<file path="src/rtl/mem_wb_pkg.sv">
// Shared types and payload layout helpers for the MEM/WB stage register.
// The state encoding doubles as the occupancy count.
package mem_wb_pkg;

    typedef enum logic [1:0] {
        EMPTY = 2'd0,
        FULL  = 2'd1,
        SKID  = 2'd2
    } state_e;

    localparam int DATA_W_DEF     = 32;
    localparam int REG_ADDR_W_DEF = 4;
    localparam int PAYLOAD_W      = 2 + 2*DATA_W_DEF + REG_ADDR_W_DEF;

    // Payload layout, LSB first: dest, mem_read_value, alu_result,
    // mem_r_en, wb_en.
    function automatic int payload_w(input int dw, input int aw);
        return 2 + 2*dw + aw;
    endfunction

    function automatic int mrv_lsb(input int dw, input int aw);
        return aw + 0*dw;
    endfunction

    function automatic int alu_lsb(input int dw, input int aw);
        return aw + dw;
    endfunction

    function automatic int mren_bit(input int dw, input int aw);
        return aw + 2*dw;
    endfunction

    function automatic int wben_bit(input int dw, input int aw);
        return aw + 2*dw + 1;
    endfunction

endpackage

</file>
<file path="src/rtl/mem_wb_stage_reg_v2_pipe_skid_ctrl.sv">
// Valid/ready control for a one-entry-skid pipeline register.
// Emits load enables for the main and skid payload registers.
module pipe_skid_ctrl
    import mem_wb_pkg::*;
(
    input  logic       clk,
    input  logic       rst,
    input  logic       flush_i,
    input  logic       in_valid_i,
    input  logic       out_ready_i,
    output logic       in_ready_o,
    output logic       out_valid_o,
    output logic [1:0] occupancy_o,
    output logic       main_load_o,
    output logic       main_sel_skid_o,
    output logic       skid_load_o
);

    state_e state_q, state_d;
    logic   accept;
    logic   consume;

    always_ff @(posedge clk or posedge rst) begin
        if (rst) begin
            state_q <= EMPTY;
        end else begin
            state_q <= state_d;
        end
    end

    // Both derived from the state register only, so no ready combinational path.
    assign in_ready_o  = (state_q != SKID);
    assign out_valid_o = (state_q != EMPTY);
    assign occupancy_o = state_q;

    assign accept  = in_valid_i & in_ready_o;
    assign consume = out_valid_o & out_ready_i;

    always_comb begin
        state_d         = state_q;
        main_load_o     = 1'b0;
        main_sel_skid_o = 1'b0;
        skid_load_o     = 1'b0;
        if (flush_i) begin
            state_d = EMPTY;
        end else begin
            unique case (state_q)
                EMPTY: begin
                    if (accept) begin
                        state_d     = FULL;
                        main_load_o = 1'b1;
                    end
                end
                FULL: begin
                    if (accept && consume) begin
                        main_load_o = 1'b1;
                    end else if (accept) begin
                        state_d     = SKID;
                        skid_load_o = 1'b1;
                    end else if (consume) begin
                        state_d = EMPTY;
                    end
                end
                SKID: begin
                    if (consume) begin
                        state_d         = FULL;
                        main_load_o     = 1'b1;
                        main_sel_skid_o = 1'b1;
                    end
                end
                default: state_d = EMPTY;
            endcase
        end
    end

endmodule

</file>
<file path="src/rtl/mem_wb_stage_reg_v2.sv">
// MEM/WB pipeline register with handshake, skid entry, flush and
// registered write-back mux plus hazard-unit forwarding tap.
module mem_wb_stage_reg_v2
    import mem_wb_pkg::*;
#(
    parameter int DATA_W     = 32,
    parameter int REG_ADDR_W = 4
) (
    input  logic                  clk,
    input  logic                  rst,
    input  logic                  flush,
    input  logic                  in_valid,
    output logic                  in_ready,
    input  logic                  in_wb_en,
    input  logic                  in_mem_r_en,
    input  logic [DATA_W-1:0]     in_alu_result,
    input  logic [DATA_W-1:0]     in_mem_read_value,
    input  logic [REG_ADDR_W-1:0] in_dest,
    output logic                  out_valid,
    input  logic                  out_ready,
    output logic                  out_wb_en,
    output logic                  out_mem_r_en,
    output logic [DATA_W-1:0]     out_alu_result,
    output logic [DATA_W-1:0]     out_mem_read_value,
    output logic [REG_ADDR_W-1:0] out_dest,
    output logic [DATA_W-1:0]     out_wb_value,
    output logic                  fwd_valid,
    output logic [REG_ADDR_W-1:0] fwd_dest,
    output logic [DATA_W-1:0]     fwd_value,
    output logic [1:0]            occupancy
);

    localparam int PW   = payload_w(DATA_W, REG_ADDR_W);
    localparam int MRV  = mrv_lsb(DATA_W, REG_ADDR_W);
    localparam int ALU  = alu_lsb(DATA_W, REG_ADDR_W);
    localparam int MREN = mren_bit(DATA_W, REG_ADDR_W);
    localparam int WBEN = wben_bit(DATA_W, REG_ADDR_W);

    logic [PW-1:0] in_pl;
    logic [PW-1:0] main_q, main_d;
    logic [PW-1:0] skid_q, skid_d;
    logic          main_load;
    logic          main_sel_skid;
    logic          skid_load;

    pipe_skid_ctrl u_ctrl (
        .clk             (clk),
        .rst             (rst),
        .flush_i         (flush),
        .in_valid_i      (in_valid),
        .out_ready_i     (out_ready),
        .in_ready_o      (in_ready),
        .out_valid_o     (out_valid),
        .occupancy_o     (occupancy),
        .main_load_o     (main_load),
        .main_sel_skid_o (main_sel_skid),
        .skid_load_o     (skid_load)
    );

    assign in_pl = {in_wb_en, in_mem_r_en, in_alu_result,
                    in_mem_read_value, in_dest};

    always_comb begin
        main_d = main_q;
        skid_d = skid_q;
        if (main_load) begin
            main_d = main_sel_skid ? skid_q : in_pl;
        end
        if (skid_load) begin
            skid_d = in_pl;
        end
    end

    // Payloads are not cleared by flush; only the valid state is.
    always_ff @(posedge clk or posedge rst) begin
        if (rst) begin
            main_q <= '0;
            skid_q <= '0;
        end else begin
            main_q <= main_d;
            skid_q <= skid_d;
        end
    end

    assign out_dest           = main_q[REG_ADDR_W-1:0];
    assign out_mem_read_value = main_q[MRV +: DATA_W];
    assign out_alu_result     = main_q[ALU +: DATA_W];
    assign out_mem_r_en       = main_q[MREN];
    assign out_wb_en          = main_q[WBEN] & out_valid;

    assign out_wb_value = out_mem_r_en ? out_mem_read_value
                                       : out_alu_result;

    assign fwd_valid = out_valid & out_wb_en;
    assign fwd_dest  = out_dest;
    assign fwd_value = out_wb_value;

endmodule

</file>
<file path="config.mk">
export PLATFORM = sky130hd
export DESIGN_NAME = mem_wb_stage_reg_v2
export DESIGN_NICKNAME = d
export VERILOG_FILES = /design/src/rtl/mem_wb_pkg.sv /design/src/rtl/mem_wb_stage_reg_v2_pipe_skid_ctrl.sv /design/src/rtl/mem_wb_stage_reg_v2.sv
export SDC_FILE = /design/constraint.sdc
export NUM_CORES = 1
export LEC_CHECK = 0
export CORE_UTILIZATION = 48
export DETAILED_ROUTE_END_ITERATION = 8
export PLACE_DENSITY_LB_ADDON = 0.15
export SLEW_MARGIN = 40
export SYNTH_ARGS = -nofsm -noshare
export SYNTH_HDL_FRONTEND = slang
export SYNTH_SLANG_ARGS = --single-unit
</file>
<file path="constraint.sdc">
create_clock -name clk -period 6 [get_ports clk]
set_input_delay 1.2 -clock clk [delete_from_list [all_inputs] [get_ports clk]]
set_output_delay 1.2 -clock clk [all_outputs]
set_load 0.005 [all_outputs]
</file>
==> results.py, run 1 <==
metrics = {
    "sta": {
        "finalClockSkew_ns": 0.007284,
        "slew_violations": 0,
        "rsz0062_at_grt": "false",
        "hold_viol": 0,
        "fmax_mhz": 307.4,
        "slew_headroom_pct": 52.37,
        "period_needed_ns": 3.253,
        "finalSetupTns_ns": 0,
        "tightest_slew_ns": 0.7145,
        "period_share_pct": 54.22,
        "setup_viol": 0,
    },
    "clocking": {
        "clock_sinks": 142,
        "cts_hold_buf": 0,
        "htree_levels": 4,
        "cts_resized": 0,
        "cts_made_buffers": 17,
        "clkSlewWorstSetupHoldPaths_ns": 0.05,
        "cts_tree": "built",
        "clockBufferDepth": 2,
        "root_buffer": "clkbuf_16",
        "post_cts_buffers": 0,
        "clk_latency_ns": 0.42,
    },
    "cells_and_area": {
        "fillers": 1093,
        "n_antenna_cell": 0,
        "finalNonFillerCells": 840,
        "final_core_util_pct": 64.48,
        "fin_nets": 718,
        "layout-drive-gt1-share_pct": 43.14,
        "stdcell_area_um2": 9478,
        "areaGrowthSynthToFinish_pct": 29.55,
    },
    "floorplan": {
        "die_x_um": 125.5,
        "io_pins": 218,
        "die_h_um": 125.5,
        "rows": 44,
        "start_util_pct": 49.77,
        "die-area_um2": 15740,
        "core_area_um2": 14700,
    },
    "worst_setup_path": {
        "cp.arrival_ns": 2.05,
        "r2r_slack_ns": 3.70,
        "rr_startpoint": "u_ctrl.occupancy_o[0]",
        "worstSetupPathType": "reg -> out",
        "cp_max_fo": 34,
        "cp.depth": 2,
        "crit_chain": "mux2_2 > clkdlybuf4s50_1",
        "startpoint": "main_q[68]",
        "worst_path_largest_cell_delay_ns": 0.74,
        "cp_slowest_cell": "dfrtp_4",
        "path_buf_inv": 1,
        "reg2regPathDepth": 4,
        "endpoint": "fwd_value[17]",
        "required_ns": 4.80,
        "r2r-end": "main_q[26]",
        "critPathCaptureType": "primary output",
        "start_kind": "flip-flop",
        "cp_top_family": "flip-flops",
    },
    "place": {
        "place.detailed.hpwl_um": 9577,
        "place.gp.congestion": 0.7421,
        "place_area_um2": 8920,
        "port_buffers": 217,
        "placed_cells": 808,
    },
    "yosys": {
        "ys.flop_type": "dfrtp_1",
        "yosysSeqAreaShare_pct": 48.57,
        "syn-num-nets": 609,
        "syn_inst": 534,
        "synth_edf_count": 0,
        "netlist_area_um2": 7316,
        "synth-seq-cells": 142,
        "synth_cell_type_count": 22,
        "async_reset_ff_share_pct": 100.0,
        "yosys_warnings": 0,
        "syn_avg_cell_area_um2": 13.70,
    },
    "route": {
        "routedWlPerCell_um": 17.21,
        "vias": 4368,
        "first_pass_iters": 6,
        "drc": 18,
        "drt_iter0_markers": 165,
        "vias_per_cell": 5.200,
        "ant_nets": 0,
        "wl_um": 14460,
    },
    "power": {
        "peakVddDrop_mv": 0.1874,
        "power.density_nw_per_um2": 349.7,
        "p_leak_nw": 3.887,
    },
    "outcome": {
        "outcome": "complete, but fails checks",
        "violations": "design-rule violations",
    },
    "grt": {
        "grt_busiest_layer": "met2",
        "overflow": 0,
        "met2_usage_pct": 31.70,
        "use_met1_pct": 23.59,
        "antenna_found_initial": 0,
        "grt_pass1_wl_um": 23670,
        "grt_max_degree": 104,
        "grt_use_total_pct": 19.46,
        "use_met3_pct": 6.461,
        "first_global_vias": 4658,
    },
    "hold_path": {
        "hold_class": "reg -> reg",
    },
    "run": {
        "maxCapViolations": 0,
    },
}
cell usage after synthesis (all sizes together), types with 2 or more instances:
cell type | instances | area, µm²
buf | 125 | 887.1
clkbuf | 7 | 26.28
dfrtp | 142 | 3553
mux2 | 242 | 2725
nand2 | 2 | 7.510
nor2 | 2 | 7.510
report_power, final:
| part | switching, mW | leakage (nW) | internal, mW | total (mW) |
|---|---|---|---|---|
| Combinational | 0.268 | 1.90 | 0.705 | 0.973 |
| Clock | 0.370 | 0.281 | 0.609 | 0.979 |
| Sequential | 0.167 | 1.70 | 1.19 | 1.36 |
| Total | 0.805 | 3.89 | 2.51 | 3.31 |
cells in the final DEF, fill, tap and decap left out, types with 2 or more instances in the layout:
master and n:
buf_6 2, clkinv_2 6, clkbuf_8 4, clkdlybuf4s50_1 217, nor2_1 2, buf_12 2, clkbuf_1 4, mux2_2 242
dfrtp_1 141, clkbuf_16 17, nand2_1 2
worst min-delay path by stage:
stage,startpoint,endpoint,cells past startpoint
2_1_floorplan,main_q[69],main_q[69],1
3_3_place_gp,skid_q[3],skid_q[3],1
3_5_place_dp,skid_q[40],skid_q[40],1
4_1_cts,skid_q[40],skid_q[40],1
5_1_grt,skid_q[40],skid_q[40],1
6_report,skid_q[11],skid_q[11],1
layer usage:
| metal | vias to the layer above | wire, µm |
|---|---|---|
| li1 | 1981 | - |
| met5 | - | 0 |
| met1 | 2215 | 6290 |
| met3 | 23 | 946 |
| met4 | 0 | 314 |
| met2 | 149 | 6907 |
cell families (layout without fill, tap and decap cells):
family / after synthesis / in the layout / share of synthesized area [%]
mux: 243 / 243 / 37.39
flops: 142 / 142 / 48.57
buf+inv: 133 / 255 / 12.54
compound gates: 4 / 4 / 0.4788
simple gates: 12 / 12 / 1.026
metrics by stage:
stage                     hold slack [ns]  total power, mW  setup WS, ns
after floorplan                    0.4721            1.958        0.9904
final                              0.4978            3.314         2.747
after detailed placement           0.4869            2.361         2.456
after CTS                          0.5011            3.354         2.528
after global routing               0.5072            3.483         2.652
after global placement             0.4809            2.325         2.296
state kept, by name, summed over array words and instances, names as in the netlist:
| register | cells |
|---|---|
| main_q | 70 |
| skid_q | 70 |
| u_ctrl.occupancy_o | 2 |
final cells by class:
cell class / count / area (µm²) / area share (%)
clock inverter: 7 / 60.06 / 0.6337
multi-input combinational: 259 / 2882 / 30.40
clock buffer: 25 / 495.5 / 5.228
timing repair buffer: 222 / 2242 / 23.66
inverter: 1 / 11.26 / 0.1188
tap: 184 / 230.2 / 2.429
sequential: 142 / 3557 / 37.53
Note: power is estimated with default switching activity, not from simulation.
==> run 2: changes to the inputs <==
==> constraint.sdc (replaced) <==
create_clock -name clk -period 3.3 [get_ports clk]
set_input_delay 0.66 -clock clk [delete_from_list [all_inputs] [get_ports clk]]
set_output_delay 0.66 -clock clk [all_outputs]
set_load 0.005 [all_outputs]
==> results.py, run 2 (same netlist as run 1, synthesis figures left out) <==
metrics = {
    "outcome": {
        "outcome": "complete, but fails checks",
        "violations": "design-rule violations",
    },
    "grt": {
        "grt_use_total_pct": 20.18,
        "overflow": 0,
        "antenna_found_initial": 0,
        "first_global_vias": 4744,
        "grt_pass1_wl_um": 24720,
        "grt_max_degree": 143,
    },
    "clocking": {
        "clock_sinks": 142,
        "clk_latency_ns": 0.41,
        "post_cts_buffers": 0,
        "cts_tree": "built",
        "htree_levels": 4,
        "cts_made_buffers": 17,
        "cts_hold_buf": 0,
        "root_buffer": "clkbuf_16",
        "clockBufferDepth": 2,
        "cts_resized": 0,
        "clkSlewWorstSetupHoldPaths_ns": 0.06,
    },
    "cells_and_area": {
        "mostFrequentLayoutCell": "mux2_2",
        "fin_nets": 721,
        "layout-drive-gt1-share_pct": 43.85,
        "fillers": 1054,
        "final_cell_mix": "mux2_2 (242), clkdlybuf4s50_1 (217), dfrtp_1 (141), clkbuf_16 (17), bufinv_16 (6)",
        "n_antenna_cell": 0,
        "areaGrowthSynthToFinish_pct": 31.73,
    },
    "hold_path": {
        "hold_class": "reg -> reg",
        "hold_path_depth": 1,
        "holdPathEnd": "skid_q[43]",
        "hold_path_startpoint": "skid_q[43]",
    },
    "worst_setup_path": {
        "start_kind": "flip-flop",
        "reg2regPathDepth": 4,
        "worstSetupPathType": "reg -> out",
        "cp_max_fo": 23,
        "critPathCaptureType": "primary output",
        "required_ns": 2.64,
        "r2r_slack_ns": 1.23,
        "rr_startpoint": "u_ctrl.occupancy_o[0]",
        "worst_path_largest_cell_delay_ns": 0.53,
        "r2r-end": "main_q[27]",
        "cp_slowest_cell": "dfrtp_2",
        "crit_chain": "buf_4 > mux2_2 > clkdlybuf4s50_1",
        "cp.arrival_ns": 2.25,
    },
    "route": {
        "drt_iter0_markers": 187,
        "routedWlPerCell_um": 17.67,
        "first_pass_iters": 9,
        "vias": 4361,
        "drc": 16,
        "ant_nets": 0,
        "vias_per_cell": 5.173,
        "wl_um": 14890,
    },
    "sta": {
        "period_needed_ns": 2.909,
        "rsz0062_at_grt": "false",
        "finalClockSkew_ns": 0.004615,
        "holdWs_ns": 0.5005,
        "setup_viol": 0,
        "finalSetupTns_ns": 0,
        "slew_headroom_pct": 50.68,
        "fmax_mhz": 343.8,
        "slew_violations": 0,
        "period_share_pct": 88.14,
        "tightest_slew_ns": 0.7398,
        "hold_viol": 0,
    },
    "floorplan": {
        "core_area_um2": 14700,
        "die_h_um": 125.5,
        "rows": 44,
        "die_x_um": 125.5,
        "io_pins": 218,
        "start_util_pct": 49.77,
        "die-area_um2": 15740,
    },
    "place": {
        "place.gp.congestion": 0.7389,
        "port_buffers": 217,
        "place.detailed.hpwl_um": 9960,
    },
    "power": {
        "p_leak_nw": 3.944,
        "power.density_nw_per_um2": 668.2,
        "total_power_mw": 6.439,
        "peakVddDrop_mv": 0.3681,
    },
    "run": {
        "maxCapViolations": 0,
    },
}
-- run 2: cell types whose count changed in the layout (fill, tap and decap cells not counted) --
cell,change
buf_12,+2
clkbuf_1,-3
buf_4,+3
bufinv_16,+5
buf_6,-2
clkinv_2,-3
inv_8,-1
dfrtp_2,+1
clkinvlp_4,+3
clkbuf_8,-1
dfrtp_4,-1
-- run 2: stage by stage --
stage,std cells,worst slack (ns),util (%),cell area (µm²)
CTS,843,0.3372,65.56,9637
detailed placement,811,0.5445,60.93,8956
floorplan,534,0.8629,-,7320
global route,843,0.2858,65.56,9637
finish,843,0.3913,65.56,9637
global placement,811,0.5934,60.93,8956
-- run 2: how the worst max path moves through the flow --
stage	cells after the start	slack, ns	end	from
after floorplan	1	0.86	main_q[0]	rst
after global placement	5	0.59	main_q[52]	out_ready
after detailed placement	5	0.54	main_q[27]	out_ready
after CTS	3	0.34	fwd_value[13]	main_q[68]
after global routing	3	0.29	fwd_value[18]	main_q[68]
final	3	0.39	fwd_value[18]	main_q[68]
-- run 2: metal layers --
layer / up-vias / share of wire (%) / routed length, µm / track usage (%)
li1: 1998 / - / - / -
met2: 145 / 50 / 7475 / 34.38
met1: 2200 / 43 / 6352 / 24.35
met4: 0 / 1.5 / 224 / 7.461
met3: 18 / 5.6 / 841 / 5.605
met5: - / 0 / 0 / 0
-- run 2: cell type report --
class,instances,area (µm²),share of cell area [%]
repair buffers,225,2282,23.68
flip-flops and latches,142,3555,36.89
well taps,184,230.2,2.389
inverters,1,7.507,0.07790
clock inverters,11,210.2,2.181
multi-input cells,259,2882,29.90
clock buffers,21,470.5,4.882
-- run 2: power breakdown --
| group | switching [mW] | leakage, nW | internal [mW] |
|---|---|---|---|
| Sequential | 0.276 | 1.70 | 2.17 |
| Clock | 0.698 | 0.329 | 1.47 |
| Combinational | 0.530 | 1.91 | 1.29 |
| Total | 1.50 | 3.94 | 4.93 |
-- run 2: critical path, delay by kind of cell (launching register included) --
kind     cells  cell delay, ns
mux          1            0.42
flops        1            0.53
buf+inv      2            0.88
==> run 3: changes to the inputs <==
--- a/config.mk
+++ b/config.mk
@@ -7,6 +7,7 @@
 export LEC_CHECK = 0
 export CORE_UTILIZATION = 48
 export DETAILED_ROUTE_END_ITERATION = 8
+export HOLD_SLACK_MARGIN = 0.05
 export PLACE_DENSITY_LB_ADDON = 0.15
 export SLEW_MARGIN = 40
 export SYNTH_ARGS = -nofsm -noshare
==> results of run 3 <==
Same layout as run 2: the final DEF is identical, and so are final timing and power.
